--- config.mk ---
export PLATFORM = sky130hd
export DESIGN_NAME = tdt_sba_arb
export DESIGN_NICKNAME = d
export VERILOG_FILES = /design/src/rtl/tdt_sba_arb_pkg.sv /design/src/rtl/tdt_sba_legal_chk.sv /design/src/rtl/tdt_sba_arb.sv
export SDC_FILE = /design/constraint.sdc
export NUM_CORES = 1
export LEC_CHECK = 0
export CORE_AREA = 2 2 201 203
export DETAILED_ROUTE_END_ITERATION = 16
export DIE_AREA = 0 0 203 205
export PLACE_DENSITY = 0.66
export SETUP_SLACK_MARGIN = 0.3
export SKIP_CTS_REPAIR_TIMING = 1
export SYNTH_ARGS = -nofsm -noshare
export SYNTH_HDL_FRONTEND = slang
export SYNTH_SLANG_ARGS = --single-unit
--- constraint.sdc ---
create_clock -name g_mclk -period 1.8 [get_ports g_mclk]
set_input_delay 0.36 -clock g_mclk [delete_from_list [all_inputs] [get_ports g_mclk]]
set_output_delay 0.36 -clock g_mclk [all_outputs]
set_load 0.005 [all_outputs]
--- src/rtl/tdt_sba_arb_pkg.sv ---
// Shared types and constants for the SBA requester arbiter.
// State and error encodings used by the arbiter and its legality checker.
package tdt_sba_arb_pkg;

    localparam int TDT_DM_SBA_DW = 64;

    typedef enum logic [2:0] {
        ARB_IDLE  = 3'd0,
        ARB_CHK   = 3'd1,
        ARB_ISSUE = 3'd2,
        ARB_WAIT  = 3'd3,
        ARB_RESP  = 3'd4
    } arb_state_e;

    localparam logic [1:0] SBA_ERR_OK    = 2'd0;
    localparam logic [1:0] SBA_ERR_BUS   = 2'd1;
    localparam logic [1:0] SBA_ERR_SIZE  = 2'd2;
    localparam logic [1:0] SBA_ERR_ALIGN = 2'd3;

endpackage

--- src/rtl/tdt_sba_legal_chk.sv ---
// Combinational size/alignment check for one SBA command.
// Size is tested first; alignment only matters for a legal size.
module tdt_sba_legal_chk
    import tdt_sba_arb_pkg::*;
#(
    parameter int AW     = 16,
    parameter int SZ_MAX = 3
) (
    input  logic [AW-1:0] i_addr,
    input  logic [2:0]    i_size,
    output logic [1:0]    o_err
);

    logic [AW-1:0] w_mask;

    assign w_mask = ~({AW{1'b1}} << i_size);

    always_comb begin
        o_err = SBA_ERR_OK;
        if (int'(i_size) > SZ_MAX) begin
            o_err = SBA_ERR_SIZE;
        end else if ((i_addr & w_mask) != '0) begin
            o_err = SBA_ERR_ALIGN;
        end
    end

endmodule

--- src/rtl/tdt_sba_arb.sv ---
// Round-robin arbiter and sequencer for two requesters of the SBA engine.
// One command in flight; illegal commands are answered without a bus cycle.
module tdt_sba_arb
    import tdt_sba_arb_pkg::*;
#(
    parameter int AXI_ADDR_WIDTH = 16,
    parameter int DW             = TDT_DM_SBA_DW,
    parameter int SZ_MAX         = $clog2(DW/8)
) (
    input  logic                      g_mclk,
    input  logic                      mreset_b,
    input  logic                      axim_clk_en,
    input  logic                      r0_req,
    input  logic                      r0_wr,
    input  logic [AXI_ADDR_WIDTH-1:0] r0_addr,
    input  logic [2:0]                r0_size,
    input  logic [DW-1:0]             r0_wdata,
    output logic                      r0_gnt,
    output logic                      r0_done,
    output logic [DW-1:0]             r0_rdata,
    output logic [1:0]                r0_err,
    input  logic                      r1_req,
    input  logic                      r1_wr,
    input  logic [AXI_ADDR_WIDTH-1:0] r1_addr,
    input  logic [2:0]                r1_size,
    input  logic [DW-1:0]             r1_wdata,
    output logic                      r1_gnt,
    output logic                      r1_done,
    output logic [DW-1:0]             r1_rdata,
    output logic [1:0]                r1_err,
    output logic                      wr_vld,
    output logic                      wr_flg,
    output logic [AXI_ADDR_WIDTH-1:0] wr_addr,
    output logic [2:0]                wr_size,
    output logic [DW-1:0]             wr_data,
    input  logic                      axi_wr_ready,
    input  logic [DW-1:0]             rd_data,
    input  logic                      sba_error
);

    arb_state_e r_state;
    arb_state_e w_nxt;

    logic                      r_last;
    logic                      r_own;
    logic                      r_wr;
    logic [AXI_ADDR_WIDTH-1:0] r_addr;
    logic [2:0]                r_size;
    logic [DW-1:0]             r_wdata;
    logic [1:0]                r_err;
    logic [DW-1:0]             r_rdat;
    logic                      r_wr_vld;
    logic                      r_gnt0;
    logic                      r_gnt1;
    logic                      r_done0;
    logic                      r_done1;
    logic [DW-1:0]             r_rdata0;
    logic [DW-1:0]             r_rdata1;
    logic [1:0]                r_err0;
    logic [1:0]                r_err1;

    logic       w_take;
    logic       w_pick;
    logic [1:0] w_chk_err;

    tdt_sba_legal_chk #(
        .AW     (AXI_ADDR_WIDTH),
        .SZ_MAX (SZ_MAX)
    ) u_chk (
        .i_addr (r_addr),
        .i_size (r_size),
        .o_err  (w_chk_err)
    );

    always_ff @(posedge g_mclk or negedge mreset_b) begin
        if (!mreset_b) begin
            r_state <= ARB_IDLE;
        end else begin
            r_state <= w_nxt;
        end
    end

    // On a tie the requester that was not served last wins.
    always_comb begin
        w_nxt  = r_state;
        w_take = 1'b0;
        w_pick = 1'b0;
        unique case (r_state)
            ARB_IDLE: begin
                w_take = r0_req | r1_req;
                w_pick = (r0_req & r1_req) ? ~r_last : r1_req;
                if (w_take) begin
                    w_nxt = ARB_CHK;
                end
            end
            ARB_CHK: begin
                w_nxt = (w_chk_err != SBA_ERR_OK) ? ARB_RESP : ARB_ISSUE;
            end
            ARB_ISSUE: begin
                if (r_wr_vld & axim_clk_en) begin
                    w_nxt = ARB_WAIT;
                end
            end
            ARB_WAIT: begin
                if (axi_wr_ready & axim_clk_en) begin
                    w_nxt = ARB_RESP;
                end
            end
            ARB_RESP: begin
                w_nxt = ARB_IDLE;
            end
            default: begin
                w_nxt = ARB_IDLE;
            end
        endcase
    end

    always_ff @(posedge g_mclk or negedge mreset_b) begin
        if (!mreset_b) begin
            r_last   <= 1'b1;
            r_own    <= 1'b0;
            r_wr     <= 1'b0;
            r_addr   <= '0;
            r_size   <= '0;
            r_wdata  <= '0;
            r_err    <= SBA_ERR_OK;
            r_rdat   <= '0;
            r_wr_vld <= 1'b0;
            r_gnt0   <= 1'b0;
            r_gnt1   <= 1'b0;
            r_done0  <= 1'b0;
            r_done1  <= 1'b0;
            r_rdata0 <= '0;
            r_rdata1 <= '0;
            r_err0   <= SBA_ERR_OK;
            r_err1   <= SBA_ERR_OK;
        end else begin
            r_gnt0  <= 1'b0;
            r_gnt1  <= 1'b0;
            r_done0 <= 1'b0;
            r_done1 <= 1'b0;
            unique case (r_state)
                ARB_IDLE: begin
                    if (w_take) begin
                        r_own   <= w_pick;
                        r_gnt0  <= ~w_pick;
                        r_gnt1  <= w_pick;
                        r_wr    <= w_pick ? r1_wr    : r0_wr;
                        r_addr  <= w_pick ? r1_addr  : r0_addr;
                        r_size  <= w_pick ? r1_size  : r0_size;
                        r_wdata <= w_pick ? r1_wdata : r0_wdata;
                    end
                end
                ARB_CHK: begin
                    r_err  <= w_chk_err;
                    r_rdat <= '0;
                end
                // Raise once, drop on the enable cycle that the engine samples.
                ARB_ISSUE: begin
                    r_wr_vld <= ~(r_wr_vld & axim_clk_en);
                end
                ARB_WAIT: begin
                    if (axi_wr_ready & axim_clk_en) begin
                        if (!r_wr) begin
                            r_rdat <= rd_data;
                        end
                        if (sba_error) begin
                            r_err <= SBA_ERR_BUS;
                        end
                    end
                end
                ARB_RESP: begin
                    r_last <= r_own;
                    if (r_own) begin
                        r_done1  <= 1'b1;
                        r_rdata1 <= r_rdat;
                        r_err1   <= r_err;
                    end else begin
                        r_done0  <= 1'b1;
                        r_rdata0 <= r_rdat;
                        r_err0   <= r_err;
                    end
                end
                default: begin
                end
            endcase
        end
    end

    assign r0_gnt   = r_gnt0;
    assign r1_gnt   = r_gnt1;
    assign r0_done  = r_done0;
    assign r1_done  = r_done1;
    assign r0_rdata = r_rdata0;
    assign r1_rdata = r_rdata1;
    assign r0_err   = r_err0;
    assign r1_err   = r_err1;
    assign wr_vld   = r_wr_vld;
    assign wr_flg   = r_wr;
    assign wr_addr  = r_addr;
    assign wr_size  = r_size;
    assign wr_data  = r_wdata;

endmodule

# Word level (Yosys, flattened, before mapping)
# Cells that the tools add are included.
totals:
  ff_bits: 292
  in_bits: 239
  out_inout_bits: 221
  elab_cells: 77
op_classes:
  order_cmp: 1
  eq_ne: 9
  bitwise: 10
  mux: 28
  shifts: 1
  reduce_logical: 10
op_table:
  columns: ["op", "count"]
  rows:
  - ["$mux W64", 3]
  - ["$pmux W64 S2", 1]
  - ["$and A16 B16 Y16", 1]
  - ["$mux W16", 1]
  - ["$not A16 Y16", 1]
  - ["$reduce_bool A16 Y1", 1]
  - ["$shl A16 B3 Y16 const A", 1]
  - ["$mux W3", 5]
  - ["$mux W1", 12]
  - ["$pmux W3 S4", 1]
  - ["$ne A2 B2 Y1 const B", 5]
  - ["$reduce_and A3 Y1", 3]
  - ["$mux W2", 4]
  - ["$eq A3 B2 Y1 const B", 2]
  - ["$reduce_and A2 Y1", 3]
  - ["$not A1 Y1", 4]
  - ["$pmux W2 S2", 1]
  - ["$reduce_bool A2 Y1", 2]
  - ["$and A1 B1 Y1", 3]
  - ["$eq A3 B1 Y1 const B", 1]
  - ["$eq A3 B3 Y1 const B", 1]
  - ["$gt A3 B2 Y1 const B", 1]
  - ["$logic_not A3 Y1", 1]
  - ["$or A1 B1 Y1", 1]

# Longest topological paths before layout
# Gate-level depths: netlist (run 1).
depth:
  depth_word: 9
  mapped_depth: 7
  ltp_nobuf: 3

# Cells and area by module
# A second synthesis (run 1) with hierarchy kept.
unflattened:
  cells_unflattened: 862
  area_unflattened_um2: 11881.4
modules_own_cells:
  columns: ["mod", "seq_area_each_um2", "area_per_inst_um2", "cells_per_inst", "instances"]
  rows:
  - ["tdt_sba_arb", 7308.3, 11851.4, 858, 1]
  - ["tdt_sba_legal_chk", 0.0, 30.0, 4, 1]

# Least setup slack after synthesis (run 1)
# No wires, ideal clock.
synth_path:
  path_type: "register to register"
  startpoint: "reg r_state[1]"
  endpoint: "reg r_rdata1[35], in the netlist r1_rdata[35]"
  path_buffers: 3
  setup_time_ps: 127
  slack_ps: -17
  path_stages_with_launch: 7
  period_less_slack_ps: 1817
  t_arrival_ps: 1689
  t_required_ps: 1673
  path_cell_list: "dfrtp_1 buf_2 or3b_4 nor2_4 buf_6 buf_6 mux2_1"
synth_between:
  elab_chain_cells: 2
synth_lines:
  columns: ["item", "line", "rtl"]
  rows:
  - ["start, declared", "tdt_sba_arb.sv:41", "arb_state_e r_state;"]
  - ["start signal, assigned", "tdt_sba_arb.sv:79", "r_state <= w_nxt;"]
  - ["$eq A3 B3 Y1", "tdt_sba_arb.sv:142", "unique case (r_state)"]
  - ["$reduce_and A2 Y1 (no line)", null, null]
  - ["end signal, assigned", "tdt_sba_arb.sv:176", "r_rdata1 <= r_rdat;"]
  - ["end, declared", "tdt_sba_arb.sv:58", "logic [DW-1:0] r_rdata1;"]
# No other way between the ends.
# A chain may end at the register's enable or synchronous reset.

# Worst setup path after layout (run 1)
layout_path:
  startpoint: "reg r_state[0]"
  endpoint: "reg r_rdata0[14], in the netlist r0_rdata[14]"
layout_between:
  elab_chain_cells: 2
layout_lines:
  columns: ["item", "line", "rtl"]
  rows:
  - ["$eq A3 B3 Y1", "tdt_sba_arb.sv:142", null]
  - ["$reduce_and A2 Y1 (no line)", null, null]
  - ["end signal, assigned", "tdt_sba_arb.sv:180", "r_rdata0 <= r_rdat;"]
  - ["end, declared", "tdt_sba_arb.sv:57", "logic [DW-1:0] r_rdata0;"]
# No other way between the ends.

==> results_dict.tcl, run 1 <==
set metrics [dict create \
    critPathMaxStageDelay_ns 0.44 \
    rows 73 \
    maxSlewHeadroom_pct 72.2 \
    clockRootBuffer "clkbuf_16" \
    io-pin-count 460 \
    start_kind "register" \
    grt_pass1_wl_mm 57.4 \
    fmax_ghz 0.557 \
    num_vias 9618 \
    wl_mm 41.8 \
    crit_family "simple AND/OR/NAND/NOR gates" \
    yosysWarnings 0 \
    syn2layout_area_growth_pct 64.2 \
    crit_path_end_kind "register" \
    async_reset_ff_share_pct 100 \
    cp_data_required_time_ns 2.23 \
    slew_viol_final 0 \
    tritoncts "yes" \
    cts_buffers 31 \
    cts.path.max_buffers 3 \
    finalWeightedCongestion 0.805 \
    post-route-drc-count 0 \
    netlist_instances 895 \
    run_status "complete, no violations" \
    routedWlPerCell_um 20.9 \
    grt_max_degree 76 \
    synth.cell_area_sq_um 12100 \
    vdd_ir_drop_max_v 0.000737 \
    p_total_uw 32400 \
    synth_edf_count 0 \
    drt_iter0_drc 349 \
    skew_ns 0.00818 \
    start_util_pct 30.6 \
    antenna_found_initial 2 \
    insertion_delay_ns 0.55 \
    worstMarginPinSlew_ns 0.417 \
    synthFlopType "dfrtp_1" \
    final_common_cell "dfrtp_1" \
    p_seq_share_pct 34.7 \
    hold_viol 0 \
    fin_area_sq_um 19800 \
    place_inst 1859 \
    finalCritPeriodShare_pct 99.8 \
    dp_hpwl_mm 27.6 \
    h-tree-depth 1 \
    ys_seq_area_share_pct 60.6 \
    stdcell_count 1997 \
    comb_power_share_pct 45.0 \
    layout-drive-gt1-share_pct 30.5 \
    path_class "register to register" \
    synth_cell_type_count 35 \
    clkPwrFrac_pct 20.4 \
    synth-seq-cells 292 \
    core-area_sq_um 39400 \
    dp_slack_ns -0.256 \
    p_leak_uw 0.0107 \
    crit_arrival_ns 2.23 \
    drv_cap 0 \
    drtAntennaViolNets 0 \
    rsz0062_at_grt "true" \
    crit_buf_inv 2 \
    clk_pin_slew_ns 0.06 \
    fp.dieW_um 203 \
    p_per_area_nw_per_um2 1640 \
    hp-class "input port to asynchronous set/reset pin" \
    crit_chain "or3b_4, nor2_4, buf_6, clkbuf_16, mux2_2" \
    period_minus_slack_ns 1.80 \
    power_switching_uw 10200 \
    path_max_fanout 12 \
    intPower_uw 22200 \
    synth_nets 1134 \
    p_sw_share_pct 31.6 \
    die_y_um 205 \
    clkSinkCount 292 \
    final_cell_mix "dfrtp_1 (288), clkdlybuf4s50_1 (239), dlymetal6s2s_1 (118)" \
    postLayoutSetupSlackWorst_ns 0.00340 \
    critical-path-slowest-cell "or3b_4" \
    dr.pass1.iters 5 \
    placed_area_sq_um 17700 \
    grt_usage_pct 17.6 \
    grt.overflow.total 0 \
    finalSetupViolations 0 \
    final_nets 1686 \
    syn_area_per_cell_sq_um 13.5 \
    grt_pass1_vias 9639 \
    via_per_inst 4.82 \
    io_buffers 459 \
    die_area_sq_um 41600 \
]
-- path summary, 6_finish.rpt --
| path | slack [ns] | end | startpoint | cells after the start |
|---|---|---|---|---|
| min in group g_mclk | 0.36 | r_rdat[59] | rd_data[59] | 3 |
| worst max-delay path | 0.003 | r0_rdata[14] | r_state[0] | 5 |
| worst min register to register | 0.48 | r1_rdata[50] | r1_rdata[50] | 1 |
| worst min-delay path | 0.29 | r0_rdata[50] | mreset_b | 2 |
| max in group asynchronous | 0.79 | r1_rdata[62] | mreset_b | 3 |
| worst max register to register | 0.003 | r0_rdata[14] | r_state[0] | 5 |
-- power groups by stage --
stage / Combinational, uW / Sequential (uW) / Clock [uW]
after detailed placement: 13200 / 11400 / 0
after floorplan: 5520 / 11100 / 0
after global placement: 13000 / 11300 / 0
after CTS: 13200 / 11300 / 6760
final: 14600 / 11200 / 6600
after global routing: 15500 / 11600 / 7080
-- registers in the layout, summed over array words and instances, names as in the netlist --
signal    flops
r1_gnt        1
r_own         1
r0_err        2
r1_done       1
r_err         2
r_last        1
r0_done       1
r1_err        2
r0_gnt        1
wr_vld        1
r_state       3
wr_addr      16
r_rdat       64
r0_rdata     64
wr_flg        1
wr_data      64
wr_size       3
r1_rdata     64
-- kinds of logic (layout without fill, tap and decap cells) --
family | after synthesis | in the layout | synth area share (%)
AO/OA/AOI/OAI | 184 | 184 | 13.2
buffers and inverters | 136 | 710 | 5.29
flip-flops | 292 | 292 | 60.6
multiplexers | 197 | 197 | 17.7
other | 0 | 2 | 0
AND/OR/NAND/NOR | 86 | 87 | 3.17
-- area by class of cell --
class,instances,area [sq um]
sequential,292,7310
fill,3457,19600
tap,525,657
clock inverter,12,185
multi-input combinational,468,4520
timing repair buffer,585,6000
clock buffer,44,865
inverter,69,259
antenna,2,5.00
-- synthesized netlist by cell type, drive strengths merged, types with 4 or more instances --
cell type / count / area (sq um)
a21boi: 85 / 638
a21oi: 4 / 20.0
a221o: 84 / 841
buf: 50 / 315
clkbuf: 17 / 63.8
dfrtp: 291 / 7280
inv: 69 / 259
mux2: 133 / 1500
mux2i: 64 / 641
nand2: 68 / 255
nor2: 4 / 30.0
-- routing by layer --
metal | up-vias | GRT usage, % | part of all wire (%)
met5 | - | 0 | 0
met2 | 382 | 30.4 | 50
met4 | 0 | 6.39 | 4.4
met3 | 82 | 4.25 | 6.6
met1 | 4843 | 21.5 | 39
li1 | 4311 | - | -
-- metrics by stage --
step	util [%]	TNS [ns]	hold WS [ns]
3_5_place_dp	44.9	-17.68	0.259
2_1_floorplan	-	0	0.0644
3_3_place_gp	44.9	-17.54	0.260
5_1_grt	50.3	-1.65	0.284
6_report	50.3	0	0.287
4_1_cts	47.6	-5.99	-0.335
Note: power is estimated with default switching activity, not from simulation.
==> run 2, diff against run 1 <==
--- a/config.mk
+++ b/config.mk
@@ -5,12 +5,13 @@
 export SDC_FILE = /design/constraint.sdc
 export NUM_CORES = 1
 export LEC_CHECK = 0
-export CORE_AREA = 2 2 201 203
+export CORE_AREA = 2 2 199 201
 export DETAILED_ROUTE_END_ITERATION = 16
-export DIE_AREA = 0 0 203 205
-export PLACE_DENSITY = 0.66
+export DIE_AREA = 0 0 201 203
+export PLACE_DENSITY = 0.67
 export SETUP_SLACK_MARGIN = 0.3
 export SKIP_CTS_REPAIR_TIMING = 1
 export SYNTH_ARGS = -nofsm -noshare
 export SYNTH_HDL_FRONTEND = slang
+export SYNTH_HIERARCHICAL = 1
 export SYNTH_SLANG_ARGS = --single-unit
==> results_dict.tcl, run 2 <==
set metrics [dict create \
    run_status "complete, no violations" \
    wl_mm 46.0 \
    synth-xor-area-share_pct 0 \
    synth_fa_ha_area_share_pct 0 \
    crit_arrival_ns 2.23 \
    antenna_found_initial 2 \
    critPathMaxStageDelay_ns 0.42 \
    vdd_ir_drop_max_v 0.000774 \
    netlist_instances 862 \
    dr.pass1.iters 5 \
    die_area_sq_um 40800 \
    final_cell_mix "dfrtp_1 (290), clkdlybuf4s50_1 (236), clkbuf_2 (116)" \
    skew_ns 0.0100 \
    synth_area_leader_cell "dfrtp_1" \
    slew_viol_final 0 \
    drt_iter0_drc 437 \
    post-route-drc-count 0 \
    crit_chain "or3b_4, nor2_4, buf_12, clkbuf_16, buf_12, mux2_2" \
    p_leak_uw 0.0111 \
    synth.cell_area_sq_um 11900 \
    synth_cell_type_count 38 \
    fin_area_sq_um 20700 \
    synth.area.top_cells "dfrtp_1 (61%), mux2_2 (9.8%), a221o_1 (7.1%)" \
    grt.overflow.total 0 \
    period_minus_slack_ns 1.79 \
    yosysMostFrequentCell "dfrtp_1" \
    worstReg2RegStart "r_state[1]" \
    ys_seq_area_share_pct 61.5 \
    syn2layout_area_growth_pct 74.6 \
    fp.dieW_um 201 \
    final_common_cell "dfrtp_1" \
    final_nets 1721 \
    placed_area_sq_um 17700 \
    die_y_um 203 \
    maxSlewHeadroom_pct 58.6 \
    path_depth 6 \
    synth_compound_area_share_pct 12.8 \
    finalSetupViolations 0 \
    finalWeightedCongestion 0.795 \
    worstMarginPinSlew_ns 0.619 \
    num_vias 10100 \
    reg2regPathDepth 6 \
    rsz0062_at_grt "true" \
    synth_top_area_share_pct 61.3 \
    grt_pass1_vias 9828 \
    grt_max_degree 73 \
    hp-class "input port to asynchronous set/reset pin" \
    clockRootBuffer "clkbuf_16" \
    via_per_inst 5.01 \
    insertion_delay_ns 0.56 \
    layout-drive-gt1-share_pct 38.5 \
    critical-path-slowest-cell "or3b_4" \
    crit_family "simple AND/OR/NAND/NOR gates" \
    io_buffers 459 \
    crit_buf_inv 3 \
    syn_area_per_cell_sq_um 13.8 \
    synthFlopType "dfrtp_1" \
    clk_pin_slew_ns 0.06 \
    synth-seq-cells 292 \
    stdcell_count 2025 \
    path_max_fanout 8 \
    start_kind "register" \
    hold_viol 0 \
    synth_top_family_by_area "compound AO/OA/AOI/OAI gates" \
    synth_edf_count 0 \
    place_inst 1835 \
    synth_nets 1101 \
    setup-tns-final_ns 0 \
    io-pin-count 460 \
    finalCritPeriodShare_pct 99.5 \
    core-area_sq_um 38500 \
    synthMuxAreaShare_pct 12.5 \
    yosys.area_share.simple_pct 9.54 \
    tritoncts "yes" \
    grt_pass1_wl_mm 57.5 \
    dp_hpwl_mm 27.4 \
    start_util_pct 30.9 \
    cts_buffers 31 \
    cts.path.max_buffers 3 \
    crit_path_end_kind "register" \
    path_class "register to register" \
    rows 72 \
    p_per_area_nw_per_um2 1520 \
    grt_usage_pct 17.8 \
    drtAntennaViolNets 0 \
    path_common_cell "buf_12" \
    cp_data_required_time_ns 2.24 \
    h-tree-depth 1 \
    crit_start "r_state[1]" \
    yosysWarnings 6 \
    post-route-util_pct 53.9 \
    synth_top_cells_by_count "dfrtp_1 (291), mux2_2 (103), nand2_1 (88)" \
    fmax_ghz 0.559 \
    async_reset_ff_share_pct 100 \
    clkSinkCount 292 \
    routedWlPerCell_um 22.7 \
    drv_cap 0 \
]
run 2: cell count changes after synthesis, sizes merged, moves of 15 or more:
cell / change
mux2i: -64
nand2: +20
clkbuf: +15
inv: -68
nor3: +85
a22o: +64
a21boi: -85
run 2: report_power, final:
part           total, uW  internal (uW)  leakage (uW)  switching [uW]
Combinational      14100           8230       0.00665            5890
Sequential         10500           8940       0.00390            1540
Clock               6830           4140      0.000535            2690
run 2: logic make-up after synthesis:
kind of cell	Yosys count
flip-flops	292
AND/OR/NAND/NOR	194
AO/OA/AOI/OAI	164
multiplexers	132
buffers and inverters	80
run 2: routing by layer:
layer / GRT usage (%) / up-vias / share of wire, %
met5: 0 / - / 0.024
met4: 4.89 / 2 / 2.5
met3: 4.57 / 69 / 7.5
met2: 30.5 / 425 / 49
met1: 22.2 / 5186 / 41
li1: - / 4467 / -
run 2: layout make-up:
class / instances / area [sq um]
inverter: 1 / 3.75
timing repair buffer: 662 / 6890
fill: 3218 / 17700
multi-input combinational: 494 / 4800
tap: 518 / 648
sequential: 292 / 7310
clock buffer: 38 / 832
clock inverter: 19 / 259
antenna: 1 / 2.50
run 2: final timing paths:
check	endpoint	slack, ns
worst max-delay path	r0_rdata[13]	0.01
min in group g_mclk	r_rdat[57]	0.40
max in group asynchronous	r1_rdata[45]	0.79
worst min register to register	r0_rdata[43]	0.48
worst min-delay path	r0_rdata[29]	0.31
worst max register to register	r0_rdata[13]	0.01
run 2: metrics by stage:
step	worst slack [ns]	total power, uW	hold WS (ns)
finish	0.00958	31400	0.310
global route	-0.0382	32900	0.319
CTS	-0.206	28700	-0.314
detailed placement	-0.115	21800	0.289
global placement	-0.0824	21600	0.294
floorplan	0.0646	15100	0.0644
